===== config.mk =====
export PLATFORM = sky130hd
export DESIGN_NAME = rnd_word_arb
export DESIGN_NICKNAME = d
export VERILOG_FILES = /design/src/rtl/rndgen_pkg.sv /design/src/rtl/rnd_m.sv /design/src/rtl/rnd_word_arb.sv
export SDC_FILE = /design/constraint.sdc
export NUM_CORES = 1
export LEC_CHECK = 0
export ABC_AREA = 1
export BUFFER_PORTS_ARGS = -buffer_cell sky130_fd_sc_hd__buf_2
export CORE_UTILIZATION = 25
export DETAILED_ROUTE_END_ITERATION = 7
export SLEW_MARGIN = 0
export SYNTH_ARGS = -nofsm -noshare
export SYNTH_HDL_FRONTEND = slang
export SYNTH_SLANG_ARGS = --single-unit

===== constraint.sdc =====
create_clock -name clk -period 1.35 [get_ports clk]
set_input_delay 0.27 -clock clk [delete_from_list [all_inputs] [get_ports clk]]
set_output_delay 0.27 -clock clk [all_outputs]
set_load 0.01 [all_outputs]

===== src/rtl/rndgen_pkg.sv =====
// rtl/rndgen_pkg.sv - LFSR generator parameter sets and word arbiter state enum.
package rndgen_pkg;

  typedef struct packed {
    logic [6:0]  len;
    logic [63:0] taps;
  } RndGenParams_t;

  // XNOR-feedback polynomials: all-zero is a legal state, so reset to 0 works.
  localparam RndGenParams_t RndGen31 = '{len: 7'd31, taps: 64'h0000_0000_4800_0000};
  localparam RndGenParams_t RndGen15 = '{len: 7'd15, taps: 64'h0000_0000_0000_6000};

  typedef enum logic [1:0] {
    COLLECT = 2'd0,
    ARB     = 2'd1,
    OFFER   = 2'd2
  } ArbState_t;

endpackage


===== src/rtl/rnd_m.sv =====
// rtl/rnd_m.sv - Fibonacci XNOR LFSR, one serial bit per cycle.
module rnd_m
  import rndgen_pkg::*;
#(
  parameter RndGenParams_t PARAMS = RndGen31
) (
  input  logic clk,
  input  logic rst,
  output logic o_bit
);

  localparam int LEN = int'(PARAMS.len);
  localparam logic [63:0] MASK = (LEN >= 64) ? '1 : ((64'd1 << LEN) - 64'd1);

  logic [63:0] r_lfsr;
  logic        w_fb;

  assign w_fb  = ~^(r_lfsr & PARAMS.taps);
  assign o_bit = r_lfsr[LEN-1];

  always_ff @(posedge clk) begin
    if (rst) begin
      r_lfsr <= '0;
    end else begin
      r_lfsr <= {r_lfsr[62:0], w_fb} & MASK;
    end
  end

endmodule


===== src/rtl/rnd_word_arb.sv =====
// rtl/rnd_word_arb.sv - Collects W random bits into a word and hands it to a round-robin-selected requester.
module rnd_word_arb
  import rndgen_pkg::*;
#(
  parameter RndGenParams_t PARAMS = RndGen31,
  parameter int N_REQ = 4,
  parameter int W     = 16
) (
  input  logic             clk,
  input  logic             rst,
  input  logic [N_REQ-1:0] req,
  output logic [N_REQ-1:0] grant,
  output logic             valid,
  output logic [W-1:0]     data,
  output logic [15:0]      words
);

  localparam int PW = (N_REQ > 1) ? $clog2(N_REQ) : 1;
  localparam int CW = (W > 1) ? $clog2(W) : 1;

  ArbState_t     r_state, w_state;
  logic [CW-1:0] r_cnt, w_cnt;
  logic [W-2:0]  r_shreg, w_shreg;
  logic [W-1:0]  r_word, w_word;
  logic [PW-1:0] r_ptr, w_ptr;
  logic [PW-1:0] r_win, w_win;
  logic [15:0]   r_words, w_words;
  logic [W-1:0]  w_shift;
  logic          w_bit;

  rnd_m #(.PARAMS(PARAMS)) u_rnd (
    .clk  (clk),
    .rst  (rst),
    .o_bit(w_bit)
  );

  // First set bit at or after p, wrapping; lowest offset wins.
  function automatic logic [PW-1:0] rr_pick(input logic [N_REQ-1:0] r, input logic [PW-1:0] p);
    logic [PW-1:0] sel;
    int            idx;
    sel = p;
    for (int k = N_REQ - 1; k >= 0; k--) begin
      idx = (int'(p) + k) % N_REQ;
      if (r[idx]) sel = PW'(idx);
    end
    return sel;
  endfunction

  assign w_shift = {r_shreg, w_bit};

  always_comb begin
    w_state = r_state;
    w_cnt   = r_cnt;
    w_shreg = r_shreg;
    w_word  = r_word;
    w_ptr   = r_ptr;
    w_win   = r_win;
    w_words = r_words;
    case (r_state)
      COLLECT: begin
        w_shreg = w_shift[W-2:0];
        if (r_cnt == CW'(W - 1)) begin
          w_cnt   = '0;
          w_word  = w_shift;
          w_state = ARB;
        end else begin
          w_cnt = r_cnt + 1'b1;
        end
      end
      ARB: begin
        if (|req) begin
          w_win   = rr_pick(req, r_ptr);
          w_state = OFFER;
        end
      end
      OFFER: begin
        if (req[r_win]) begin
          w_words = r_words + 16'd1;
          w_ptr   = (r_win == PW'(N_REQ - 1)) ? '0 : r_win + 1'b1;
          w_state = COLLECT;
        end else begin
          w_state = ARB;
        end
      end
      default: w_state = COLLECT;
    endcase
  end

  always_ff @(posedge clk) begin
    if (rst) begin
      r_state <= COLLECT;
      r_cnt   <= '0;
      r_shreg <= '0;
      r_word  <= '0;
      r_ptr   <= '0;
      r_win   <= '0;
      r_words <= '0;
    end else begin
      r_state <= w_state;
      r_cnt   <= w_cnt;
      r_shreg <= w_shreg;
      r_word  <= w_word;
      r_ptr   <= w_ptr;
      r_win   <= w_win;
      r_words <= w_words;
    end
  end

  always_comb begin
    grant = '0;
    if (r_state == OFFER) grant[r_win] = 1'b1;
  end

  assign valid = (r_state == OFFER);
  assign data  = r_word;
  assign words = r_words;

endmodule


==> results.py <==
metrics = {
    "global_routing": {
        "grt_start_max_net_pins": 35,
        "grt-ovfl-total": 0,
        "use_met1": 0.1444,
        "grt_pass1_vias": 2777,
        "globalRouteMet3Util": 0.03242,
        "antenna_found_initial": 0,
        "met2_usage": 0.1591,
        "busiest_layer": "met2",
        "grt_pass1_wl_um": 12630,
        "grt_use_total": 0.1073,
    },
    "drt": {
        "drt_wl_total_um": 7525,
        "drtIter0Drc": 216,
        "drtAntennaViolNets": 0,
        "drc": 0,
        "vias": 3033,
        "wire_per_inst_um": 10.31,
        "drtPass1Iterations": 4,
        "post_drt_via_cell_ratio": 4.155,
    },
    "power_and_ir_drop": {
        "ir_worst_vdd_mv": 0.5556,
        "power_per_cell_area_nw_per_um2": 1103,
        "total_power_mw": 5.148,
        "p_leak_nw": 2.005,
    },
    "cells_and_area": {
        "instances_no_fill": 730,
        "layout-drive-gt1-share": 0.2855,
        "fin_nets": 557,
        "diodes": 0,
        "fillCellCount": 1486,
        "utilization": 0.3363,
        "area_growth_pct": 31.23,
        "regArea_sq_um": 1785,
        "multi_input_area_sq_um": 1598,
    },
    "synthesis": {
        "syn_inst": 474,
        "synth_top_area_share": 0.4953,
        "ys_dominant_reg_cell": "dfxtp_1",
        "async_flop_share": 0,
        "yosys_warnings": 0,
        "synth_commonest_cells": "117 x nor2_1, 88 x dfxtp_1, 65 x nand2_1",
        "synth_seq_cells": 88,
        "syn_nets": 486,
        "synth_area_sq_um": 3557,
        "synth_edf_count": 0,
        "ys_types": 33,
        "synth.avg_cell_area_sq_um": 7.505,
        "ys_seq_area_frac": 0.4953,
        "synth_area_leader_cell": "dfxtp_1",
        "synth.most_common_cell": "nor2_1",
        "synth.area.top_cells": "dfxtp_1 50%, nor2_1 12%, nand2_1 6.9%",
    },
    "cts": {
        "cts.sinks": 88,
        "postCtsHoldBufs": 0,
        "htreeDepth": 3,
        "root_buffer": "clkbuf_16",
        "clk_path_buf_depth": 2,
        "cts.clk_slew.worst_paths_ps": 60,
        "tritoncts": "yes",
        "numCtsBuffers": 9,
        "clk_latency_ps": 340,
    },
    "critical_path": {
        "startpoint_type": "flip-flop",
        "setup.worst_path.class": "flip-flop to primary output",
        "crit_path_end_kind": "primary output",
        "r2r-end": "words[10]",
        "arrival_ps": 1170,
        "critPathMaxFanout": 3,
        "worstReg2RegStart": "r_win[0]",
        "r2r_slack_ps": -70,
        "rr_worst_depth": 8,
        "cp.required_ps": 1080,
        "path_cells": "buf_6 > ha_4 > inv_2 > nor2_1 > buf_2",
        "critPathMaxStageDelay_ps": 360,
        "slowest_stage": "dfxtp_4",
    },
    "min_path": {
        "hp-start": "rst",
        "holdPathStages": 3,
        "hold_path_end": "words[15]",
        "hold_path_class": "input port to flip-flop",
    },
    "timing": {
        "rsz0062_at_grt": "true",
        "tightest_slew_ps": 239.8,
        "setup_viol": 10,
        "finalHoldViolations": 0,
        "fin_crit_sh": 1.067,
        "skew_ps": 7.927,
        "fmax_ghz": 0.6940,
        "fin_ws_ps": -91.03,
        "slew_viol_final": 0,
        "fin_setup_tns_ps": -521.1,
        "slew_headroom": 0.8396,
        "period_needed_ps": 1441,
    },
    "placement": {
        "dp_hpwl_um": 5031,
        "gp_congestion": 0.7993,
        "port_buffers": 42,
        "dp.cells": 707,
    },
    "run_status": {
        "violations": "negative setup slack",
        "run_status": "finished, violations left",
    },
    "floorplan": {
        "io_pins": 43,
        "die_x_um": 121.3,
        "dieArea_sq_um": 14710,
        "die_h_um": 121.3,
        "start_util": 0.2563,
        "rows": 43,
        "coreArea_sq_um": 13880,
    },
    "run": {
        "maxCapViolCount": 0,
    },
}
## critical path, delay by kind of cell, from the launching register on
family                   cells  cell delay, ps
buffers and inverters        3             300
flip-flops                   1             360
AND/OR/NAND/NOR              1              30
adder cells (fa/ha/maj)      1             150
## layer usage
layer,routed length [um],vias to the layer above
li1,-,1621
met1,3825,1357
met2,3280,48
met3,318,7
met4,101,0
met5,0,-
## logic make-up (layout without fill, tap and decap cells)
family	after synthesis	after routing	synth area share
AOI/OAI and AO/OA	69	69	0.1031
xor gates and xnor gates	5	5	0.01231
adders and majority gates	6	6	0.02110
buffers and inverters	80	156	0.09532
DFF	88	88	0.4953
and+or+nand+nor	226	226	0.2730
## worst max-delay path by stage
| stage | start | end | slack, ps | cells past startpoint |
|---|---|---|---|---|
| 2_1_floorplan | words[1] | words[12] | 50 | 7 |
| 3_3_place_gp | r_win[1] | words[8] | -4 | 7 |
| 3_5_place_dp | r_win[1] | words[8] | -20 | 7 |
| 4_1_cts | r_win[0] | grant[3] | -100 | 5 |
| 5_1_grt | r_win[0] | grant[3] | -150 | 5 |
| 6_report | r_win[0] | grant[3] | -90 | 5 |
## registers in the layout, summed over array words and instances (netlist names)
signal and cells:
data 16, r_cnt 4, r_ptr 2, r_shreg 15
r_state 2, r_win 2, u_rnd.r_lfsr 31, words 16
## layout by cell type (no fill, tap or decap), types with 4 or more instances in the layout
cell | synthesis | layout
dfxtp_2 | 0 | 10
buf_6 | 3 | 9
a21oi_1 | 20 | 19
dfxtp_1 | 88 | 75
buf_2 | 5 | 43
clkbuf_16 | 0 | 9
nand3_2 | 3 | 5
buf_4 | 2 | 25
inv_1 | 55 | 51
nand2_2 | 4 | 7
nand3_1 | 16 | 12
nor2_1 | 117 | 115
ha_4 | 0 | 4
nand2_1 | 65 | 60
nor2_4 | 3 | 4
inv_2 | 6 | 6
inv_4 | 1 | 5
nor2_2 | 3 | 4
nand4_1 | 6 | 6
o21ai_0 | 40 | 37
## area by class of cell
cell class	count	share of cell area
sequential	88	0.3825
multi-input combinational	306	0.3423
timing repair buffer	78	0.1123
inverter	62	0.05253
clock buffer	10	0.05119
tap	180	0.04824
clock inverter	6	0.01099
## what timing repair did
| action | CTS | global route |
|---|---|---|
| gates cloned | 0 | 1 |
| pin swaps | 7 | 18 |
| resized for setup | 24 | 44 |
| setup buffers | 4 | 2 |
| endpoints found under the setup margin | 7 | 32 |
## through the flow
| step | cell area (sq um) | hold slack, ps | worst slack, ps |
|---|---|---|---|
| after floorplan | 3557 | 388.3 | 46.74 |
| after global placement | 4119 | 388.3 | -3.781 |
| after detailed placement | 4119 | 394.2 | -22.13 |
| after CTS | 4516 | 300.6 | -97.78 |
| after global routing | 4668 | 337.7 | -148.6 |
| final | 4668 | 316.8 | -91.03 |
## power breakdown
part           internal [mW]  leakage [nW]  switching (mW)
combinational         0.0558          1.14          0.0920
clock                   1.32         0.145            1.07
sequential              2.60         0.717         0.00768
total                   3.98          2.01            1.17
No activity file was read; power rests on OpenSTA's default activity.
